`src/rtl/edge_seq_pkg.sv`:
```
// rtl/edge_seq_pkg.sv - shared types and helpers for edge_event_sequencer
package edge_seq_pkg;

  localparam int MODE_W = 2;

  // Per-channel wait condition selected for a step
  typedef enum logic [MODE_W-1:0] {
    MODE_POS = 2'b00,
    MODE_NEG = 2'b01,
    MODE_ANY = 2'b10,
    MODE_EVT = 2'b11
  } mode_e;

  // Sequencer control states
  typedef enum logic {
    ST_IDLE = 1'b0,
    ST_WAIT = 1'b1
  } state_e;

  // Channel condition for one mode given this cycle's edge and event flags
  function automatic logic mode_match(input mode_e mode, input logic rise,
                                      input logic fall, input logic ev);
    logic hit;
    case (mode)
      MODE_POS: hit = rise;
      MODE_NEG: hit = fall;
      MODE_ANY: hit = rise | fall;
      default:  hit = ev;
    endcase
    return hit;
  endfunction

  // Index of the lowest set bit; 0 when no bit is set
  function automatic logic [4:0] lowest_set_idx(input logic [31:0] vec);
    logic [4:0] idx;
    idx = '0;
    for (int i = 31; i >= 0; i--) begin
      if (vec[i[4:0]]) idx = i[4:0];
    end
    return idx;
  endfunction

endpackage

```
`src/rtl/edge_event_sequencer_edge_detect.sv`:
```
// rtl/edge_event_sequencer_edge_detect.sv - per-channel edge detector qualified after reset
module edge_detect
  import edge_seq_pkg::*;
(
  input  logic clk,
  input  logic rst_n,
  input  logic sig_i,
  output logic rise_o,
  output logic fall_o
);

  logic r_prev;
  logic r_prev_vld;

  // previous-sample register; the valid flag masks the first post-reset sample so a level held through reset is not an edge
  always_ff @(posedge clk or negedge rst_n) begin
    if (!rst_n) begin
      r_prev     <= 1'b0;
      r_prev_vld <= 1'b0;
    end else begin
      r_prev     <= sig_i;
      r_prev_vld <= 1'b1;
    end
  end

  assign rise_o = r_prev_vld &  sig_i & ~r_prev;
  assign fall_o = r_prev_vld & ~sig_i &  r_prev;

endmodule

```
`src/rtl/edge_event_sequencer.sv`:
```
// rtl/edge_event_sequencer.sv - programmable multi-channel edge/event wait sequencer
module edge_event_sequencer
  import edge_seq_pkg::*;
#(
  parameter int NCH   = 4,
  parameter int NSTEP = 4,
  parameter int TSW   = 16
) (
  input  logic                                          clk,
  input  logic                                          rst_n,
  input  logic [NCH-1:0]                                sig_i,
  input  logic [NCH-1:0]                                ev_i,
  input  logic                                          start_i,
  input  logic                                          abort_i,
  input  logic [NSTEP*NCH-1:0]                          step_mask_i,
  input  logic [NSTEP*NCH*MODE_W-1:0]                   step_mode_i,
  output logic                                          busy_o,
  output logic                                          hit_o,
  output logic [((NSTEP > 1) ? $clog2(NSTEP) : 1)-1:0]  hit_step_o,
  output logic [NCH-1:0]                                hit_vec_o,
  output logic [((NCH > 1) ? $clog2(NCH) : 1)-1:0]      hit_ch_o,
  output logic [TSW-1:0]                                hit_time_o,
  output logic                                          done_o,
  output logic [TSW-1:0]                                cyc_o
);

  localparam int SW = (NSTEP > 1) ? $clog2(NSTEP) : 1;
  localparam int CW = (NCH > 1) ? $clog2(NCH) : 1;

  state_e         r_state;
  logic           r_busy;
  logic           r_hit;
  logic           r_done;
  logic [SW-1:0]  r_step;
  logic [SW-1:0]  r_hit_step;
  logic [NCH-1:0] r_hit_vec;
  logic [CW-1:0]  r_hit_ch;
  logic [TSW-1:0] r_hit_time;
  logic [TSW-1:0] r_cyc;
  logic [NCH-1:0] r_mask [NSTEP];
  mode_e          r_mode [NSTEP][NCH];

  logic [NCH-1:0] w_rise;
  logic [NCH-1:0] w_fall;
  logic [NCH-1:0] w_cond;
  logic [NCH-1:0] w_cur_mask;
  logic [NCH-1:0] w_match;
  mode_e          w_cur_mode [NCH];
  logic [NCH-1:0] w_mask_in [NSTEP];
  mode_e          w_mode_in [NSTEP][NCH];
  logic           w_launch;
  logic           w_last_step;
  logic [4:0]     w_low;

  // Per-channel edge detection and condition for the step being waited on
  for (genvar gc = 0; gc < NCH; gc++) begin : g_ch
    edge_detect u_edge (
      .clk    (clk),
      .rst_n  (rst_n),
      .sig_i  (sig_i[gc]),
      .rise_o (w_rise[gc]),
      .fall_o (w_fall[gc])
    );
    assign w_cur_mode[gc] = r_mode[r_step][gc];
    assign w_cond[gc]     = mode_match(w_cur_mode[gc], w_rise[gc], w_fall[gc], ev_i[gc]);
  end

  // Unpack the flat programme ports into per-step views
  for (genvar gs = 0; gs < NSTEP; gs++) begin : g_step
    assign w_mask_in[gs] = step_mask_i[gs*NCH +: NCH];
    for (genvar gm = 0; gm < NCH; gm++) begin : g_mode
      assign w_mode_in[gs][gm] = mode_e'(step_mode_i[(gs*NCH+gm)*MODE_W +: MODE_W]);
    end
  end

  assign w_launch    = (r_state == ST_IDLE) & start_i;
  assign w_cur_mask  = r_mask[r_step];
  assign w_match     = w_cur_mask & w_cond;
  assign w_last_step = (r_step == SW'(NSTEP - 1));
  assign w_low       = lowest_set_idx(32'(w_match));

  // programme latch; only read while waiting, so it carries no reset
  always_ff @(posedge clk) begin
    if (w_launch) begin
      r_mask <= w_mask_in;
      r_mode <= w_mode_in;
    end
  end

  // free-running timestamp counter, wraps naturally
  always_ff @(posedge clk or negedge rst_n) begin
    if (!rst_n) begin
      r_cyc <= '0;
    end else begin
      r_cyc <= r_cyc + 1'b1;
    end
  end

  // step FSM; abort outranks a coincident match, an empty step mask ends the programme
  always_ff @(posedge clk or negedge rst_n) begin
    if (!rst_n) begin
      r_state    <= ST_IDLE;
      r_busy     <= 1'b0;
      r_hit      <= 1'b0;
      r_done     <= 1'b0;
      r_step     <= '0;
      r_hit_step <= '0;
      r_hit_vec  <= '0;
      r_hit_ch   <= '0;
      r_hit_time <= '0;
    end else begin
      r_hit  <= 1'b0;
      r_done <= 1'b0;
      case (r_state)
        ST_IDLE: begin
          if (start_i) begin
            r_state <= ST_WAIT;
            r_busy  <= 1'b1;
            r_step  <= '0;
          end
        end
        ST_WAIT: begin
          if (abort_i) begin
            r_state <= ST_IDLE;
            r_busy  <= 1'b0;
          end else if (w_cur_mask == '0) begin
            r_done  <= 1'b1;
            r_state <= ST_IDLE;
            r_busy  <= 1'b0;
          end else if (w_match != '0) begin
            r_hit      <= 1'b1;
            r_hit_step <= r_step;
            r_hit_vec  <= w_match;
            r_hit_ch   <= CW'(w_low);
            r_hit_time <= r_cyc;
            if (w_last_step) begin
              r_done  <= 1'b1;
              r_state <= ST_IDLE;
              r_busy  <= 1'b0;
            end else begin
              r_step <= r_step + 1'b1;
            end
          end
        end
        default: begin
          r_state <= ST_IDLE;
          r_busy  <= 1'b0;
        end
      endcase
    end
  end

  assign busy_o     = r_busy;
  assign hit_o      = r_hit;
  assign hit_step_o = r_hit_step;
  assign hit_vec_o  = r_hit_vec;
  assign hit_ch_o   = r_hit_ch;
  assign hit_time_o = r_hit_time;
  assign done_o     = r_done;
  assign cyc_o      = r_cyc;

endmodule

```
`config.mk`:
```
export PLATFORM = sky130hd
export DESIGN_NAME = edge_event_sequencer
export DESIGN_NICKNAME = d
export VERILOG_FILES = /design/src/rtl/edge_seq_pkg.sv /design/src/rtl/edge_event_sequencer_edge_detect.sv /design/src/rtl/edge_event_sequencer.sv
export SDC_FILE = /design/constraint.sdc
export NUM_CORES = 1
export LEC_CHECK = 0
export CAP_MARGIN = 20
export CORE_MARGIN = 2
export CORE_UTILIZATION = 27
export CTS_CLUSTER_SIZE = 24
export DETAILED_ROUTE_END_ITERATION = 6
export PLACE_DENSITY = 0.59
export SLEW_MARGIN = 20
export SYNTH_ARGS = -nofsm -noshare
export SYNTH_HDL_FRONTEND = slang
export SYNTH_SLANG_ARGS = --single-unit
```
`constraint.sdc`:
```
create_clock -name clk -period 2.85 [get_ports clk]
set_clock_uncertainty 0.05 [all_clocks]
set_input_delay 0.855 -clock clk [delete_from_list [all_inputs] [get_ports clk]]
set_output_delay 0.855 -clock clk [all_outputs]
set_load 0.03 [all_outputs]
```
==> impl_results.md <==
- Critical path fanouts, max: 22
- Resized Gates After CTS: 0
- Pwr Total: 4.66 mW
- Critical path required time: between 3000 and 4000 ps
- CP startpoint kind: input pin
- Placed cell areas: 5640 sq um
- Prevailing post-synth register cell: dfrtp_1
- FP Rows: 46
- Crit path depth: 7
- Clock Pin Slew Worst Setup and Hold Paths: 70 ps
- Detail Placement HPWL: roughly 6.9 mm
- Buffers on Ports: around 100
- P_leak: 2.29 nW
- Antenna violations before repair: 0
- Period minus WS final: 2640 ps
- Max cap viols: 0
- Final GP Congestion: 0.719
- IO Pins: 103
- Design area: 5960 sq um
- CTS tree: yes
- VDD IR max: 0.000315 V
- Final Hold Vio Count: 0
- ANT nets after route: 0
- Initial core utilization: 27.4%
- CTS Hold Bufs: 0
- Sequential share of power: slightly above 40%
- Drt first-iter violations: 134
- Switching share of total power: 30.4%
- Power per cell area: 782 nW/um^2
- Critical path's largest stage delay: ~450 ps
- CP arrival: 2820 ps
- Mean Syn Cell Area: 15.3 sq um
- Die Wd: 130 microns
- Layout fillers: 1484
- Vias in the first global route: about 2800
- Clock Path Buffers: 2
- Layout net count: between 400 and 500
- Outcome: finished clean
- Skew-Pair Late Insertion Delay: 340 ps
- Via density per instance: 4.38
- Post-Syn Area: 4300 sq um
- Core area: 15700 sq um
- Period utilization: 92.7%
- Ys async rst share: 51.5%
- Global-route wire length before repair: approximately 14 mm
- CTS H-tree lvls: 3
- Final worst slack: ~210 ps
- Cell internal pwr: approximately 3.2 mW
- Remaining global-route overflow: 0
- Layout cells sized above 1: 16.3%
- Number of enable flip-flop cells after synthesis: 48
- Area growth, synth to finish: 38.5%
- Clock network fraction of total power: 27.6%
- Unrepaired setup endpoints after global routing: no
- Gr usage total: a little under an eighth
- Post-Place Setup Slack: -140 ps
- Largest net degree at the start of global routing: 45
- Die footprint: 17000 sq um
- First-pass iteration count of the detailed router: 4
- Net Switching: 1.42 mW
- Antenna diodes: 0
- Worst hold path type: input pin to asynchronous set/reset pin
- Combinational share of power: between 30% and 40%
- Worst slew pin tran: 567 ps
- TritonCTS Buffers: 9
- Die Y: 130 microns
- CTS root buf: clkbuf_16
- Crit. End Element: register
- DRC: 0
- Yosys cell types: 44
- Ys Warns: 0
- Crit-path cells: clkdlybuf4s50_1 -> or3_1 -> o22ai_1 -> o31ai_2 -> a41oi_4 -> buf_12 -> mux2_2
- Routed vias: 2698
- Drt total wl: 9.17 mm
- Relative slew slack: between 60% and 70%
- Cell count after placement: 600
- Seq/Total Area, Yosys: 63.1%
- FF+latch count, synth: 99
- Layout Cells excl Fill: around 620
- FMAX: 378 MHz
- R2R depth: 7
- CP max-delay cell: clkdlybuf4s50_1
- Post-synthesis cell count: about 280
- CP Buf/Inv Count: 2
- Clock Sinks: 99
- Critical path class: input pin to register
- # setup viols final: 0
- Synthesized Nets: between 300 and 400
- Routed len/inst: 14.9 microns
- Max Slew Vio Count: 0
- Postcts setup bufs: 0
- Worst path top cell family by delay: buffers and inverters
-- cell usage after synthesis (all sizes together) (3+ instances only) --
cell type | n | area, sq um
nand3 | 15 | 75.1
o21ai | 5 | 25.0
xor2 | 13 | 114
buf | 8 | 71.3
nor3 | 4 | 20.0
o211a | 5 | 50.1
mux4 | 10 | 225
mux2i | 6 | 60.1
o211ai | 4 | 30.0
and3 | 4 | 25.0
dfrtp | 51 | 1280
a41oi | 3 | 45.1
edfxtp | 48 | 1440
mux2 | 18 | 263
o22ai | 6 | 37.5
o31ai | 4 | 58.8
nor2 | 5 | 18.8
inv | 10 | 37.5
nand2 | 19 | 71.3
xnor2 | 17 | 149
a21oi | 3 | 15.0
-- power by group through the flow --
stage	registers (mW)	logic [mW]	clock network, mW
2_1_floorplan	2.08	0.760	0
3_3_place_gp	1.90	1.49	0
3_5_place_dp	1.91	1.52	0
4_1_cts	1.88	1.52	1.33
5_1_grt	1.91	1.60	1.40
6_report	1.88	1.49	1.29
-- path summary, 6_finish.rpt --
check | end | slack [ps] | startpoint
setup / recovery | hit_time_o[1]$_DFFE_PN0P_ | 210 | sig_i[2]
hold / removal | done_o$_DFF_PN0_ | 290 | rst_n
setup reg to reg | hit_time_o[1]$_DFFE_PN0P_ | 320 | r_step[0]$_DFFE_PN0P_
hold reg to reg | cyc_o[15]$_DFF_PN0_ | 440 | cyc_o[15]$_DFF_PN0_
max in group asynchronous | cyc_o[4]$_DFF_PN0_ | 1650 | rst_n
min in group clk | cyc_o[15]$_DFF_PN0_ | 440 | cyc_o[15]$_DFF_PN0_
-- layout make-up --
type / instances / area [sq um] / share of cell area [%]
clock buffers: 12 / 278 / 4.66
clock inverters: 4 / 45.0 / 0.756
inverters: 10 / 37.5 / 0.630
multi-input cells: 163 / 1470 / 24.7
flip-flops and latches: 99 / 2720 / 45.6
well taps: 216 / 270 / 4.53
repair buffers: 112 / 1140 / 19.1
-- state kept, by name, indices dropped and copies added (netlist names) --
signal                  cells
r_mode                     32
cyc_o                      16
hit_time_o                 16
r_mask                     16
g_ch.u_edge.r_prev          4
hit_vec_o                   4
hit_ch_o                    2
hit_step_o                  2
r_step                      2
busy_o                      1
done_o                      1
g_ch.u_edge.r_prev_vld      1
hit_o                       1
r_state                     1
-- stage by stage --
stage	hold WS (ps)	setup TNS (ps)	util, %
2_1_floorplan	438	0	-
3_3_place_gp	437	-1350	35.9
3_5_place_dp	430	-1990	35.9
4_1_cts	285	0	37.9
5_1_grt	285	0	37.9
6_report	293	0	37.9
-- cells in the final DEF, fill, tap and decap left out, types with 5 or more instances in the layout --
master | Yosys | layout
mux2_4 | 16 | 16
o211a_1 | 5 | 5
dfrtp_1 | 51 | 51
xor2_1 | 13 | 13
edfxtp_1 | 48 | 48
nand3_1 | 15 | 15
nand2_1 | 19 | 19
inv_1 | 10 | 9
nor2_1 | 5 | 5
mux2i_1 | 6 | 6
clkbuf_16 | 0 | 10
mux4_2 | 10 | 10
o22ai_1 | 6 | 6
o21ai_0 | 5 | 5
clkdlybuf4s50_1 | 0 | 101
xnor2_1 | 17 | 17
buf_4 | 0 | 6
-- metal layers --
| metal | GRT usage, % | vias to the layer above | wire length (microns) |
|---|---|---|---|
| li1 | - | 1274 | - |
| met1 | 14.0 | 1340 | 4040 |
| met2 | 18.8 | 79 | 4480 |
| met3 | 4.18 | 5 | 551 |
| met4 | 3.48 | 0 | 99 |
| met5 | 0 | - | 0 |
-- kinds of logic (layout without fill, tap and decap cells) --
family | after synthesis | after routing | share of synthesized area [%]
compound gates | 36 | 36 | 7.24
xor+xnor | 30 | 30 | 6.10
fa+ha+maj | 2 | 2 | 0.581
buf+inv | 20 | 138 | 2.70
flops | 99 | 99 | 63.1
mux | 34 | 34 | 12.7
other cells | 1 | 1 | 0.0871
simple gates | 60 | 60 | 7.41
No activity file was read; power rests on OpenSTA's default activity.
